### config.mk
export PLATFORM = sky130hd
export DESIGN_NAME = elastic_pipeline
export DESIGN_NICKNAME = d
export VERILOG_FILES = /design/src/rtl/elastic_pipeline_pkg.sv /design/src/rtl/elastic_pipeline_skid_buffer.sv /design/src/rtl/elastic_pipeline.sv
export SDC_FILE = /design/constraint.sdc
export NUM_CORES = 1
export LEC_CHECK = 0
export ABC_AREA = 1
export BUFFER_PORTS_ARGS = -buffer_cell sky130_fd_sc_hd__buf_2
export CAP_MARGIN = 30
export CORE_MARGIN = 5
export CORE_UTILIZATION = 40
export CTS_CLUSTER_SIZE = 40
export DETAILED_ROUTE_END_ITERATION = 10
export GPL_ROUTABILITY_DRIVEN = 0
export SLEW_MARGIN = 5
export SYNTH_ARGS = -nofsm -noshare
export SYNTH_HDL_FRONTEND = slang
export SYNTH_HIERARCHICAL = 1
export SYNTH_SLANG_ARGS = --single-unit
### constraint.sdc
create_clock -name clk_i -period 1.99 [get_ports clk_i]
set_input_delay 0.2985 -clock clk_i [delete_from_list [all_inputs] [get_ports clk_i]]
set_output_delay 0.2985 -clock clk_i [all_outputs]
set_load 0.1 [all_outputs]
### src/rtl/elastic_pipeline_pkg.sv
// Shared helpers for the elastic pipeline and its users.
package elastic_pipeline_pkg;

  // Width of a beat counter that must represent 0..nof_stages+1
  // (every stage plus the skid slot).
  function automatic int count_width(input int nof_stages);
    return $clog2(nof_stages + 2);
  endfunction

endpackage

### src/rtl/elastic_pipeline_skid_buffer.sv
// Input skid buffer: registers ready_o so the downstream advance chain never
// reaches the upstream ready path. A beat accepted while stage 1 cannot move
// is parked here and always drains before any new input.
module pipeline_skid_buffer #(
  parameter int WIDTH = 8
) (
  input  logic             clk_i,
  input  logic             rst_i,
  input  logic [WIDTH-1:0] data_i,
  input  logic             valid_i,
  output logic             ready_o,
  output logic [WIDTH-1:0] data_o,
  output logic             valid_o,
  input  logic             ready_i
);

  logic             skid_v_q, skid_v_d;
  logic [WIDTH-1:0] skid_data_q, skid_data_d;
  logic             rdy_q;
  logic             accept;

  assign accept  = valid_i && rdy_q;
  assign ready_o = rdy_q;

  // Skid content has priority over the live input to preserve order.
  assign valid_o = skid_v_q || accept;
  assign data_o  = skid_v_q ? skid_data_q : data_i;

  // Park an accepted beat that stage 1 cannot take; release it once stage 1 moves.
  always_comb begin
    skid_v_d    = skid_v_q;
    skid_data_d = skid_data_q;
    if (skid_v_q) begin
      if (ready_i) skid_v_d = 1'b0;
    end else if (accept && !ready_i) begin
      skid_v_d    = 1'b1;
      skid_data_d = data_i;
    end
  end

  // Ready follows the next skid state, so it is low during reset and rises one edge after.
  always_ff @(posedge clk_i or posedge rst_i) begin
    if (rst_i) begin
      skid_v_q    <= 1'b0;
      skid_data_q <= '0;
      rdy_q       <= 1'b0;
    end else begin
      skid_v_q    <= skid_v_d;
      skid_data_q <= skid_data_d;
      rdy_q       <= !skid_v_d;
    end
  end

endmodule

### src/rtl/elastic_pipeline.sv
// Elastic WIDTH x NOF_STAGES pipeline with valid/ready on both ends. Stages
// advance whenever the next stage can take their beat, so bubbles collapse;
// a skid buffer at the input keeps ready_o registered.
module elastic_pipeline
  import elastic_pipeline_pkg::*;
#(
  parameter int WIDTH      = 8,
  parameter int NOF_STAGES = 2
) (
  input  logic                              clk_i,
  input  logic                              rst_i,
  input  logic [WIDTH-1:0]                  data_i,
  input  logic                              valid_i,
  output logic                              ready_o,
  output logic [WIDTH-1:0]                  data_o,
  output logic                              valid_o,
  input  logic                              ready_i,
  output logic [$clog2(NOF_STAGES+2)-1:0]   count_o
);

  localparam int CW = count_width(NOF_STAGES);

  logic             sk_valid;
  logic [WIDTH-1:0] sk_data;
  logic [NOF_STAGES:1]            adv;
  logic [NOF_STAGES:1]            stg_v;
  logic [NOF_STAGES:1][WIDTH-1:0] stg_d;
  logic [CW-1:0] count_q, count_d;
  logic          accept, deliver;

  pipeline_skid_buffer #(.WIDTH(WIDTH)) u_skid (
    .clk_i   (clk_i),
    .rst_i   (rst_i),
    .data_i  (data_i),
    .valid_i (valid_i),
    .ready_o (ready_o),
    .data_o  (sk_data),
    .valid_o (sk_valid),
    .ready_i (adv[1])
  );

  // Advance chain, evaluated from the output stage back toward stage 1.
  always_comb begin
    adv = '0;
    adv[NOF_STAGES] = !stg_v[NOF_STAGES] || ready_i;
    for (int k = NOF_STAGES - 1; k >= 1; k--)
      adv[k] = !stg_v[k] || adv[k+1];
  end

  for (genvar k = 1; k <= NOF_STAGES; k++) begin : g_stage
    logic             src_v;
    logic [WIDTH-1:0] src_d;
    logic             v_q;
    logic [WIDTH-1:0] d_q;

    if (k == 1) begin : g_first
      assign src_v = sk_valid;
      assign src_d = sk_data;
    end else begin : g_mid
      assign src_v = stg_v[k-1];
      assign src_d = stg_d[k-1];
    end

    // Load from predecessor when free to advance; data only changes on a real beat.
    always_ff @(posedge clk_i or posedge rst_i) begin
      if (rst_i) begin
        v_q <= 1'b0;
        d_q <= '0;
      end else if (adv[k]) begin
        v_q <= src_v;
        if (src_v) d_q <= src_d;
      end
    end

    assign stg_v[k] = v_q;
    assign stg_d[k] = d_q;
  end

  assign valid_o = stg_v[NOF_STAGES];
  assign data_o  = stg_d[NOF_STAGES];

  assign accept  = valid_i && ready_o;
  assign deliver = valid_o && ready_i;

  // Occupancy: +1 on accept, -1 on deliver, unchanged on both or neither.
  always_comb begin
    count_d = count_q;
    if (accept && !deliver)      count_d = count_q + 1'b1;
    else if (deliver && !accept) count_d = count_q - 1'b1;
  end

  // Occupancy register.
  always_ff @(posedge clk_i or posedge rst_i) begin
    if (rst_i) count_q <= '0;
    else       count_q <= count_d;
  end

  assign count_o = count_q;

endmodule

==> summary.md <==
| Metric | Value |
|---|---|
| Outcome | finished clean |
| Slew of the pin with the lowest slew margin | 0.718 ns |
| Drt total wl | 2630 microns |
| DP Wirelength | 1970 microns |
| Setup Crit Path Kind | reg -> out |
| DRT antenna net count | 0 |
| Sw frac | 53.4% |
| Commonest non-fill, non-tap cell in the layout | nand2_1 |
| DRC errors left | 0 |
| Crit Reg-Reg Startpoint | u_skid/skid_v_q |
| DR vias | 1102 |
| Worst Setup End Kind | primary output |
| Synth cell types | 16 |
| First-pass iteration count of the detailed router | 4 |
| Worst R2R Path Depth | 5 |
| Clock tree buffer depth | 2 |
| Hold WC Path Type | in -> reg |
| Register area share after synthesis | 54.3% |
| Gr ovfl total | 0 |
| Core area | 0.00334 sq mm |
| Crit path launch type | register |
| Setup ws final | 0.399 ns |
| FMAX | 628 MHz |
| Combinational share of power | 48.5% |
| Layout area overhead | 14.6% |
| Yosys warns | 6 |
| Setup violations, final | 0 |
| Initial Util | 41.4% |
| Ports | 24 |
| Max incr delay on CP | 0.49 ns |
| WP buf/inv | 1 |
| Die area | 0.00473 sq mm |
| Setup crit end | valid_o |
| Die Y | 68.8 microns |
| Vias in the first global route | 1085 |
| Worst Hold Depth | 3 |
| Yosys reg bits | 30 |
| Relative slew margins | 52.1% |
| Max_cap viols | 0 |
| Top delay family on crit path | flip-flops |
| Final setup TNS | 0 ns |
| Layout cells sized above 1 | 20.5% |
| Worst clock skew | 0.00377 ns |
| I/O Buffers | 23 |
| Internal | 1.28 mW |
| Placed cell count | 227 |
| Initial drt markers | 58 |
| RSZ-0062 raised after global routing | no |
| Final Cycle Share | 80.0% |
| Avg Synthesized Cell Area | 8.53 sq um |
| Worst r2r dst | g_stage[1].d_q[0] |
| Rows | 21 |
| CP max stage cell | dfrtp_1 |
| Most frequent cells in the layout | nand2_1, dfrtp_1, nand3_1 |
| Mapped Cells | 162 |
| Stages on worst setup path | 1 |
| TritonCTS clock tree | yes |
| Worst skew pair latency | 0.32 ns |
| Worst Path Arrival | 1.29 ns |
| Leak | 0.902 nW |
| Via density | 4.67 |
| Syn nets | 175 |
| Final max-slew violation count | 0 |
| Crit-path cells | buf_2 |
| Worst-path clk slew | 0.09 ns |
| Peak VDD IR | 0.000470 V |
| Pwr dens | 1730 mW/mm^2 |
| Die Wd | 68.8 microns |
| Largest net degree at the start of global routing | 21 |
| Antenna diode count | 0 |
| Hold_ws | 0.221 ns |
| CTS HTree Levels | 2 |
| Final #Nets | 202 |
| Final worst path period need | 1.59 ns |
| Pre-CTS WS | 0.532 ns |
| Hold Vio Cnt, Final | 0 |
| Post-Syn Area | 0.00138 sq mm |
| Clock share of power | 13.8% |
| CP Max Fanout | 4 |
| CTS root buffer | clkbuf_4 |
| All-layer global routing usage | 13.5% |
| CTS sink cnt | 30 |
| First-pass GRT wire length | 4720 microns |
| R2R Setup Slk | 0.52 ns |
| Number of buffers created by CTS | 5 |
| Critical path launch point | valid_o |
| Critical path required time | 1.69 ns |
| Final cell count without fillers | 236 |
| WL per Instance | 11.1 microns |
| Part of the power in registers | 37.7% |
| Net Switching | 1.46 mW |
| Power Total | 2.74 mW |
| Initial antenna violation count | 0 |
| Setup Fix Bufs, Post-CTS | 0 |
==> cell usage after synthesis <==
master | instances | area, sq um
a21oi_2 | 1 | 8.76
buf_4 | 1 | 7.51
buf_6 | 3 | 33.8
dfrtp_1 | 30 | 751
ha_1 | 1 | 12.5
inv_1 | 9 | 33.8
inv_2 | 1 | 3.75
inv_4 | 1 | 6.26
nand2_1 | 82 | 308
nand2_2 | 1 | 6.26
nand2_4 | 3 | 33.8
nand3_1 | 25 | 125
nand3_4 | 1 | 17.5
nand4_1 | 1 | 6.26
nor2_8 | 1 | 20.0
xnor2_1 | 1 | 8.76
==> repair_timing <==
item / in CTS / in global routing
gates resized for setup: 0 / 0
hold buffers: 1 / 0
endpoints found under the hold margin: 10 / 0
==> registers in the layout, indices dropped and copies added (netlist names) <==
register	count
count_o	2
data_o	8
g_stage.d_q	8
g_stage.v_q	1
u_skid/ready_o	1
u_skid/skid_data_q	8
u_skid/skid_v_q	1
valid_o	1
==> per-stage QoR <==
step	cell area [sq um]	utilization, %
final	1580	47.5
after global routing	1580	47.5
after CTS	1580	47.5
after detailed placement	1510	45.4
after global placement	1510	45.4
after floorplan	1380	-
==> layer usage <==
| metal | global-route usage, % | routed length, microns | vias up |
|---|---|---|---|
| met3 | 5.35 | 206 | 6 |
| met5 | 0 | 0 | - |
| met1 | 15.7 | 1160 | 508 |
| met4 | 5.11 | 47 | 0 |
| met2 | 22.3 | 1220 | 27 |
| li1 | - | - | 561 |
==> cell type report <==
class	instances	area, sq um
Inverter	11	43.8
Sequential cell	30	751
Tap cell	46	57.6
Fill cell	332	1750
Timing Repair Buffer	24	125
Clock buffer	7	55.1
Clock inverter	1	5.00
Multi-Input combinational cell	117	547
==> power by group through the flow <==
stage | sequential [mW] | clock, mW | combinational (mW)
after global routing | 1.07 | 0.415 | 1.43
after global placement | 1.04 | 0 | 1.32
after CTS | 1.03 | 0.395 | 1.34
final | 1.03 | 0.379 | 1.33
after floorplan | 1.73 | 0 | 0.446
after detailed placement | 1.05 | 0 | 1.34
==> worst min path at each step <==
stage                     slack [ns]                     to  startpoint
after floorplan                 0.14         u_skid/ready_o       rst_i
after global placement          0.30         u_skid/ready_o       rst_i
after detailed placement        0.31         u_skid/ready_o       rst_i
after CTS                       0.20  u_skid/skid_data_q[2]   data_i[2]
after global routing            0.22  u_skid/skid_data_q[5]   data_i[5]
final                           0.22  u_skid/skid_data_q[2]   data_i[2]
==> cell families after synthesis <==
kind of cell,Yosys count,synth area share (%)
buffers and inverters,15,6.15
adder cells (fa/ha/maj),1,0.905
AND/OR/NAND/NOR,114,37.4
XOR/XNOR,1,0.634
flip-flops,30,54.3
AO/OA/AOI/OAI,1,0.634
Power figures use the tool's default switching activity.
